**config.mk**
```make
export PLATFORM = sky130hd
export DESIGN_NAME = switch_sequence_recorder
export DESIGN_NICKNAME = d
export VERILOG_FILES = /design/src/rtl/switch_sequence_recorder.sv
export SDC_FILE = /design/constraint.sdc
export NUM_CORES = 1
export LEC_CHECK = 0
export ABC_CLOCK_PERIOD_IN_PS = 3900
export CORE_ASPECT_RATIO = 1.75
export CORE_MARGIN = 2
export CORE_UTILIZATION = 31
export DETAILED_ROUTE_END_ITERATION = 8
export GPL_TIMING_DRIVEN = 0
export PLACE_DENSITY = 0.48
export SLEW_MARGIN = 20
export SYNTH_ARGS = -nofsm -noshare
export SYNTH_HDL_FRONTEND = slang
export SYNTH_SLANG_ARGS = --single-unit
```
**constraint.sdc**
```tcl
create_clock -name clk -period 3.9 [get_ports clk]
set_input_delay 0.78 -clock clk [delete_from_list [all_inputs] [get_ports clk]]
set_output_delay 0.78 -clock clk [all_outputs]
set_load 0.01 [all_outputs]
```
**src/rtl/switch_sequence_recorder.sv**
```systemverilog
// Slide-switch input stage: two-flop sync, per-bit debounce, and an ordered record of
// switch turn-on events within an arm/close capture window.
module switch_sequence_recorder #(
  parameter int DEB_CYCLES = 500000,
  parameter int DEPTH      = 8,
  parameter int IDX_W      = 3
) (
  input  logic                     clk,
  input  logic                     reset,
  input  logic [7:0]               sw,
  input  logic                     arm,
  input  logic                     close,
  output logic [7:0]               sw_stable,
  output logic [DEPTH*IDX_W-1:0]   seq_data,
  output logic [3:0]               seq_len,
  output logic                     seq_done,
  output logic                     overflow
);

  localparam int              CNT_W   = (DEB_CYCLES > 2) ? $clog2(DEB_CYCLES) : 1;
  localparam logic [CNT_W-1:0] CNT_MAX = CNT_W'(DEB_CYCLES - 1);
  localparam logic [3:0]      DEPTH_L = 4'(DEPTH);

  typedef enum logic [1:0] {
    IDLE    = 2'd0,
    CAPTURE = 2'd1,
    DONE    = 2'd2
  } state_t;

  state_t                   state_q, state_d;
  logic [7:0]               sync1_q, sync2_q;
  logic [7:0]               stable_q, stable_d, stable_prev_q;
  logic [CNT_W-1:0]         cnt_q [8];
  logic [CNT_W-1:0]         cnt_d [8];
  logic [7:0]               pend_q, pend_d;
  logic [DEPTH*IDX_W-1:0]   data_q, data_d;
  logic [3:0]               len_q, len_d;
  logic                     ovf_q, ovf_d;

  logic [7:0]               rise, eff, pick_mask;
  logic [IDX_W-1:0]         pick_idx;
  logic                     pick_vld;

  // A level must differ from the stable value for DEB_CYCLES consecutive cycles to take effect.
  always_comb begin
    stable_d = stable_q;
    for (int n = 0; n < 8; n++) begin
      cnt_d[n] = '0;
      if (sync2_q[n] != stable_q[n]) begin
        if (cnt_q[n] == CNT_MAX) stable_d[n] = sync2_q[n];
        else                     cnt_d[n]    = cnt_q[n] + 1'b1;
      end
    end
  end

  // Current-cycle rises join the pending set so a lone rise is appended one cycle after it shows.
  assign rise = stable_q & ~stable_prev_q;
  assign eff  = pend_q | rise;

  always_comb begin
    pick_vld = |eff;
    pick_idx = '0;
    for (int n = 7; n >= 0; n--) begin
      if (eff[n]) pick_idx = IDX_W'(n);
    end
    pick_mask = 8'd1 << pick_idx;
  end

  always_comb begin
    state_d = state_q;
    pend_d  = pend_q | rise;
    data_d  = data_q;
    len_d   = len_q;
    ovf_d   = ovf_q;
    case (state_q)
      IDLE, DONE: begin
        if (arm) begin
          state_d = CAPTURE;
          data_d  = '0;
          len_d   = '0;
          ovf_d   = 1'b0;
          pend_d  = '0;
        end
      end
      CAPTURE: begin
        pend_d = eff & ~pick_mask;
        if (pick_vld) begin
          if (len_q < DEPTH_L) begin
            data_d[len_q*IDX_W +: IDX_W] = pick_idx;
            len_d = len_q + 4'd1;
          end else begin
            ovf_d = 1'b1;
          end
        end
        // Anything still queued at close is lost and flagged.
        if (close) begin
          state_d = DONE;
          if (pend_d != 8'd0) ovf_d = 1'b1;
          pend_d = '0;
        end
      end
      default: state_d = IDLE;
    endcase
  end

  always_ff @(posedge clk) begin
    if (!reset) begin
      state_q       <= IDLE;
      sync1_q       <= '0;
      sync2_q       <= '0;
      stable_q      <= '0;
      stable_prev_q <= '0;
      for (int n = 0; n < 8; n++) cnt_q[n] <= '0;
      pend_q        <= '0;
      data_q        <= '0;
      len_q         <= '0;
      ovf_q         <= 1'b0;
    end else begin
      state_q       <= state_d;
      sync1_q       <= sw;
      sync2_q       <= sync1_q;
      stable_q      <= stable_d;
      stable_prev_q <= stable_q;
      for (int n = 0; n < 8; n++) cnt_q[n] <= cnt_d[n];
      pend_q        <= pend_d;
      data_q        <= data_d;
      len_q         <= len_d;
      ovf_q         <= ovf_d;
    end
  end

  assign sw_stable = stable_q;
  assign seq_data  = data_q;
  assign seq_len   = len_q;
  assign seq_done  = (state_q == DONE);
  assign overflow  = ovf_q;

endmodule

```
# Word-level counts from Yosys, hierarchy flattened
# Memory sizes are Yosys's and may differ from the RTL's.
# Index checks and enable logic that the tools add are counted.
[word_totals] reg_bits=71 ram_bits=152 inputBits=12 memories=1 wordCells=138 output_inout_bits=38
[memory_table] name="cnt_q" words=8 word_bits=19 rd=8 rd_clocked_by_memory_dff=0 wr=8 line="33" source="logic [CNT_W-1:0] cnt_q [8];"
[op_classes] n_shift=3 n_mux=55 order_cmp=1 mul=1 n_addsub=10 n_eq_ne=22 bitwise_logic=13 n_reduce_logical=16
[op_table] op="2-to-1 mux 19 bit" count=24
[op_table] op="adder 19 x 1 -> 19 bit, second input constant" count=8
[op_table] op="equality test 19 bit, second input constant" count=8
[op_table] op="2-to-1 mux 24 bit" count=3
[op_table] op="case mux 24 bit (2 select lines)" count=1
[op_table] op="negator 6 -> 34 bit" count=1
[op_table] op="variable shift 3 x 34 -> 24 bit, first input constant" count=1
[op_table] op="variable part select 3 x 34 -> 24 bit" count=1
[op_table] op="bitwise mux 24 bit" count=1
[op_table] op="2-to-1 mux 3 bit" count=8
[op_table] op="AND reduction 2 bit" count=10
[op_table] op="bitwise AND 8 bit" count=2
[op_table] op="2-to-1 mux 8 bit" count=2
[op_table] op="NOT 8 bit" count=2
[op_table] op="case mux 8 bit (2 select lines)" count=1
[op_table] op="2-to-1 mux 4 bit" count=3
[op_table] op="!= test 1 bit" count=8
[op_table] op="!= test 2 bit, second input constant" count=4
[op_table] op="bitwise OR 1 bit" count=8
[op_table] op="bitwise OR 8 bit" count=1
[op_table] op="case mux 4 bit (2 select lines)" count=1
[op_table] op="nonzero test 8 bit" count=1
[op_table] op="OR reduction 8 bit" count=1
[op_table] op="left shift 1 x 3 -> 8 bit, first input constant" count=1
[op_table] op="13 further kinds" count=20

# Depth between registers and ports, before layout
# Gate-level depths: netlist of the first run.
[logic_depth] depth_word=18 mapped_depth=8 ltp_nobuf=7

# Least setup slack after synthesis of the first run
# OpenSTA, ideal clock, no wires.
[synth_timing] path_type="input port to flip-flop" start="in arm" end="reg data_q[16] (netlist: seq_data[16])" t_arrival_ps=1890 setup_slack_ps=1893 required_time_ps=3783 path_buffers=0 path_stages=6 setup_ps=117 path_cell_list="nand2b_1 or3_4 a21oi_4 o21a_1 a21oi_1 a22o_1"
[synth_between] elab_chain_len=2
[synth_rtl] item="from (decl)" line="11" source="input logic arm,"
[synth_rtl] item="!= test 2 bit (no source line)"
[synth_rtl] item="AND reduction 4 bit (no source line)"
[synth_rtl] item="to (signal assigned)" line="126" source="data_q <= data_d;"
[synth_rtl] item="to (decl)" line="36" source="logic [DEPTH*IDX_W-1:0] data_q, data_d;"
# No other way between the ends.
# A chain may end at the register's enable or synchronous reset.

# Final worst setup path of the first run
[layout_timing] start="in reset" end="reg stable_q[6] (netlist: sw_stable[6])"
[layout_rtl] item="from (decl)" line="9" source="input logic reset,"
[layout_rtl] item="to (signal assigned)" line="122" source="stable_q <= stable_d;"
[layout_rtl] item="to (decl)" line="32" source="logic [7:0] stable_q, stable_d, stable_prev_q;"
# No word-level cell between the ends.

==> results of run 1 <==
==> cell families after synthesis <==
logic type                 share of synthesized area (%)
muxes                                              0.848
buffers and inverters                               2.41
adders and majority gates                           1.59
AOI/OAI and AO/OA                                   5.56
xor gates and xnor gates                            13.4
DFF                                                 47.3
and+or+nand+nor                                     29.0
==> worst max-delay path, cell delays in order <==
cell,delay [ns]
clkdlybuf4s50_1,0.52
inv_1,0.43
clkbuf_1,0.43
clkbuf_1,0.72
nor2_1,0.10
==> per-layer routing <==
layer	vias to the layer above	routed length, microns	GRT usage, %
li1	3776	-	-
met1	3395	8660	15.2
met2	91	11100	25.1
met3	33	690	1.88
met4	0	538	4.80
met5	-	0	0
==> flip-flops by register name, summed over array words and instances (netlist names) <==
name / count
seq_len: 4
sync1_q: 8
cnt_q: 152
overflow: 1
sync2_q: 8
pend_q: 8
stable_prev_q: 8
state_q: 2
seq_data: 24
sw_stable: 8
==> cell usage in the layout, fill, tap and decap left out, drive strengths merged, types with 10 or more instances in the layout <==
master / n
dfxtp: 223
xnor2: 63
clkbuf: 47
nand3: 76
a21oi: 25
inv: 25
buf: 16
or3: 14
clkdlybuf4s50: 49
and2: 27
o21ai: 16
nor3: 25
nand2: 64
and3: 27
xor2: 81
nor2: 220
ha: 12
nand4: 41
o211ai: 10
nor2b: 11
nor4: 15
==> power by group through the flow <==
| stage | registers (mW) | clock network (mW) | logic, mW |
|---|---|---|---|
| after floorplan | 2.34 | 0 | 0.0558 |
| after global placement | 2.35 | 0 | 0.0965 |
| after detailed placement | 2.35 | 0 | 0.0966 |
| after CTS | 2.29 | 2.29 | 0.0967 |
| after global routing | 2.29 | 2.38 | 0.106 |
| final | 2.30 | 2.21 | 0.0946 |
==> cell type report <==
| class | count | area (sq um) |
|---|---|---|
| plain buffers | 30 | 134 |
| clock buffers | 33 | 663 |
| clock inverters | 7 | 91.3 |
| fillers | 3214 | 18900 |
| inverters | 25 | 93.8 |
| multi-input cells | 790 | 4750 |
| flip-flops and latches | 223 | 4460 |
| well taps | 387 | 484 |
| repair buffers | 49 | 490 |
==> path summary, 6_finish.rpt <==
check,startpoint,to,slack (ns),depth (start not counted)
worst max-delay path,reset,sw_stable[6]$_SDFFE_PN0P_,1.28,5
worst min-delay path,sync1_q[1]$_SDFF_PN0_,sync2_q[1]$_SDFF_PN0_,0.43,1
worst min register to register,sync1_q[1]$_SDFF_PN0_,sync2_q[1]$_SDFF_PN0_,0.43,1
worst max register to register,sw_stable[0]$_SDFFE_PN0P_,seq_data[6]$_SDFFE_PN0P_,1.59,7
==> qor.yml, run 1 <==
run_status:
  status: "complete, no violations"
timing:
  tns_ns: 0
  finalSetupViolCount: 0
  finalMaxSlewViolations: 0
  fmax_mhz: 381
  period_share_pct: 67.3
  fin_hold_ws_ns: 0.432
  worst_pin_slew_ns: 0.890
  final.setup.worst_slack_ns: 1.28
  fin_skew_ns: 0.00991
  rsz0062_at_grt: "false"
  hold_viol_final: 0
  period_minus_slack_ns: 2.62
  max_slew_margin_pct: 39.9
logic_synthesis:
  synth_cells: 1068
  ys_top_cells_by_count: "dfxtp_1, nor2_1, xor2_1"
  async_reset_ff_share_pct: 0
  yosysWarnings: 0
  synth_edf_count: 0
  netlist_area_sq_um: 9440
  yosysUniqueCellTypes: 52
  post-synth-top-area-cell: "dfxtp_1"
  synthTopCellsByArea: "dfxtp_1, nor2_1, xor2_1"
  mappedNetlistNets: 1092
  synth_ff_type: "dfxtp_1"
  syn-mean-instance-area_sq_um: 8.84
  synth_top_area_share_pct: 47.3
  synth_seq_cells: 223
  synthMostInstantiatedCell: "dfxtp_1"
  seq_area_frac_synth_pct: 47.3
detailed_routing:
  ant_nets: 0
  via_count: 7295
  viasPerCell: 4.72
  drtIter0Drc: 308
  wire_per_inst_microns: 13.6
  drt_wl_total_microns: 21000
  drc: 0
  drtPass1Iterations: 4
floorplan:
  rows: 84
  coreArea_sq_um: 30100
  die_area_sq_um: 31900
  die_w_microns: 136
  die_height_microns: 235
  io_pins: 50
  initial_core_util_pct: 31.4
worst_setup_path:
  worstSetupEndpointType: "flip-flop"
  start_kind: "primary input"
  worstPathRequired_ns: 4.26
  critical_path_class: "in -> reg"
  crit_fanout: 10
  crit_arrival_ns: 2.99
global_route:
  gr-total-overflow: 0
  antenna_found_initial: 0
  grt_first_pass_wirelength_microns: 35400
  grtUsageTotal_pct: 13.4
  grt_max_degree: 15
  grt_pass1_vias: 7227
clock_tree:
  postCtsHoldBufs: 0
  cts_tree: "built"
  cts_max_level: 1
  cts_buffer_depth: 3
  clock_tree.root_cell: "clkbuf_16"
  post_cts_buffers: 0
  cts_buffers: 22
  clkLatencyLatePin_ns: 0.51
  cts_sinks: 223
  clkTransAtPathRegs_ns: 0.06
  cts_resized: 0
power:
  power_mw: 4.60
  power.switching_mw: 0.969
  swShare_pct: 21.1
  cellPowerDensity_nw_per_um2: 412
  pwr-share-seq_pct: 49.9
  intPower_mw: 3.63
  clkPwrFrac_pct: 48.0
  leakagePower_nw: 3.65
  power_frac_comb_pct: 2.1
  vdd_drop_max_uv: 420
placed_design:
  preCtsSetupSlack_ns: 0.670
  place_inst: 1504
  io_buffers: 49
  placed_cell_area_sq_um: 10400
  gp_congestion: 0.775
  hpwl_microns: 15400
final_layout:
  area_growth_pct: 18.3
  final_cells: 1544
  num_antenna_cells: 0
  utilization_pct: 37.2
  drive_gt1_share_pct: 5.36
  fin_area_sq_um: 11200
  layout.nets: 1165
min_path:
  min_path_type: "reg -> reg"
job:
  maxCapViolations: 0
Power figures use the tool's default switching activity.
==> inputs of run 2 (changes only) <==
- ABC_CLOCK_PERIOD_IN_PS: 3900 -> 2550
- clock period: 3.9 -> 2.55 ns (I/O delays scaled with it)
==> run 2 against run 1 <==
- largest power group unchanged
- non-clock buffer count decreased by 1
- core utilization about the same
- clock-buffer cell count unchanged
- power increased by 53%
- highest routed layer unchanged
- via count about the same
- flip-flop and latch count unchanged
==> qor.yml, run 2 (synthesis gave the netlist of run 1 again) <==
final_layout:
  num_antenna_cells: 0  # unchanged
  drive_gt1_share_pct: 5.36  # about the same
  largest-register: "cnt_q"
  mostFrequentLayoutCells: "dfxtp_1, nor2_1, xor2_1"
  area_growth_pct: 18.3  # about the same
  layout.nets: 1164  # -0.086%
  layout_commonest_cell: "dfxtp_1"
  utilization_pct: 37.2  # about the same
  largest_register_ffs: 152  # unchanged
power:
  cellPowerDensity_nw_per_um2: 629  # +53%
  power_mw: 7.03  # +53%
  leakagePower_nw: 3.65  # about the same
  vdd_drop_max_uv: 642  # +53%
global_route:
  gr-total-overflow: 0  # unchanged
  grt_first_pass_wirelength_microns: 35400  # unchanged
  grt_pass1_vias: 7227  # unchanged
  grt_max_degree: 15  # unchanged
  antenna_found_initial: 0  # unchanged
  grtUsageTotal_pct: 13.4  # unchanged
timing:
  fin_hold_ws_ns: 0.432  # +0.0000310 ns
  period_share_pct: 91.7
  period_minus_slack_ns: 2.34
  tns_ns: 0  # unchanged
  fin_skew_ns: 0.00990  # -0.0000126 ns
  worst_pin_slew_ns: 0.904  # +0.0138 ns
  max_slew_margin_pct: 38.9  # -0.93 points
  finalMaxSlewViolations: 0  # unchanged
  finalSetupViolCount: 0  # unchanged
  hold_viol_final: 0  # unchanged
  rsz0062_at_grt: "false"
  fmax_mhz: 428
floorplan:
  die_height_microns: 235  # unchanged
  die_w_microns: 136  # unchanged
  die_area_sq_um: 31900  # unchanged
  initial_core_util_pct: 31.4  # unchanged
  io_pins: 50  # unchanged
  coreArea_sq_um: 30100  # unchanged
  rows: 84  # unchanged
clock_tree:
  clock_tree.root_cell: "clkbuf_16"
  cts_max_level: 1  # unchanged
  cts_buffer_depth: 3  # unchanged
  cts_buffers: 22  # unchanged
  post_cts_buffers: 0  # unchanged
  cts_sinks: 223  # unchanged
  cts_tree: "built"
  clkTransAtPathRegs_ns: 0.06  # about the same
  clkLatencyLatePin_ns: 0.51  # about the same
worst_setup_path:
  start_kind: "primary input"
  crit_fanout: 10  # unchanged
  slowest_stage: "buf_1"
  worstSetupEndpointType: "flip-flop"
  r2r.worst_path.cells: 7  # unchanged
  crit_arrival_ns: 2.70  # -0.29 ns
  crit_path_cell_trace: "clkdlybuf4s50_1 > inv_1 > clkbuf_1 > buf_1 > nor2_1"
  critical_path_class: "in -> reg"
  cp_slowest_stage_delay_ns: 0.71  # about the same
  worstPathRequired_ns: 2.91  # -1.35 ns
min_path:
  whs_path_depth: 1  # unchanged
  min_path_type: "reg -> reg"
placed_design:
  io_buffers: 49  # unchanged
  gp_congestion: 0.775  # unchanged
  hpwl_microns: 15400  # unchanged
detailed_routing:
  drtPass1Iterations: 5  # +1
  viasPerCell: 4.72  # about the same
  drtIter0Drc: 293  # -4.9%
  ant_nets: 0  # unchanged
  via_count: 7289  # -0.082%
  drt_wl_total_microns: 20900  # -0.18%
  drc: 0  # unchanged
  wire_per_inst_microns: 13.6  # -0.12%
job:
  maxCapViolations: 0  # unchanged
run_status:
  status: "complete, no violations"
## run 2: area by class of cell
| type | count | area, sq um |
|---|---|---|
| Inverter | 25 | 93.8 |
| Clock buffer | 33 | 663 |
| Fill cell | 3214 | 18900 |
| Tap cell | 387 | 484 |
| Clock inverter | 7 | 91.3 |
| Buffer | 29 | 130 |
| Timing Repair Buffer | 49 | 490 |
| Multi-Input combinational cell | 790 | 4750 |
| Sequential cell | 223 | 4460 |
## run 2: worst max-delay path, delay by kind of cell
family                 cells  cell delay (ns)
buffers and inverters      4             2.08
and+or+nand+nor            1             0.10
## run 2: per-stage QoR
step,worst slack [ns],area (sq um),instances
6_report,0.211,11200,1543
5_1_grt,0.000709,11200,1543
4_1_cts,0.148,11200,1544
3_5_place_dp,-0.410,10400,1504
3_3_place_gp,-0.354,10400,1504
2_1_floorplan,0.599,9440,1068
## run 2: final timing paths
kind / startpoint / to / slack, ns
worst min-delay path: sync1_q[1]$_SDFF_PN0_ / sync2_q[1]$_SDFF_PN0_ / 0.43
worst min register to register: sync1_q[1]$_SDFF_PN0_ / sync2_q[1]$_SDFF_PN0_ / 0.43
worst max-delay path: reset / sw_stable[6]$_SDFFE_PN0P_ / 0.21
worst max register to register: sw_stable[0]$_SDFFE_PN0P_ / seq_data[6]$_SDFFE_PN0P_ / 0.24
## run 2: metal layers
metal  track usage (%)  vias to the layer above  share of wire [%]  wire, microns
li1                  -                     3775                  -              -
met1              15.2                     3393                 41           8660
met2              25.1                       88                 53          11100
met3              1.88                       33                3.2            659
met4              4.80                        0                2.6            540
met5                 0                        -                  0              0
## run 2: timing repair
item | 4_1_cts | 5_1_grt
resized for setup | 0 | 1
hold buffers | 0 | 0
hold endpoints to repair | 0 | 0
endpoints found under the setup margin | 0 | 5
## run 2: report_power, final
part	internal (mW)	switching [mW]	total (mW)
Clock	2.00	1.37	3.37
Sequential	3.50	0.0104	3.51
Combinational	0.0471	0.0970	0.144
Total	5.55	1.48	7.03
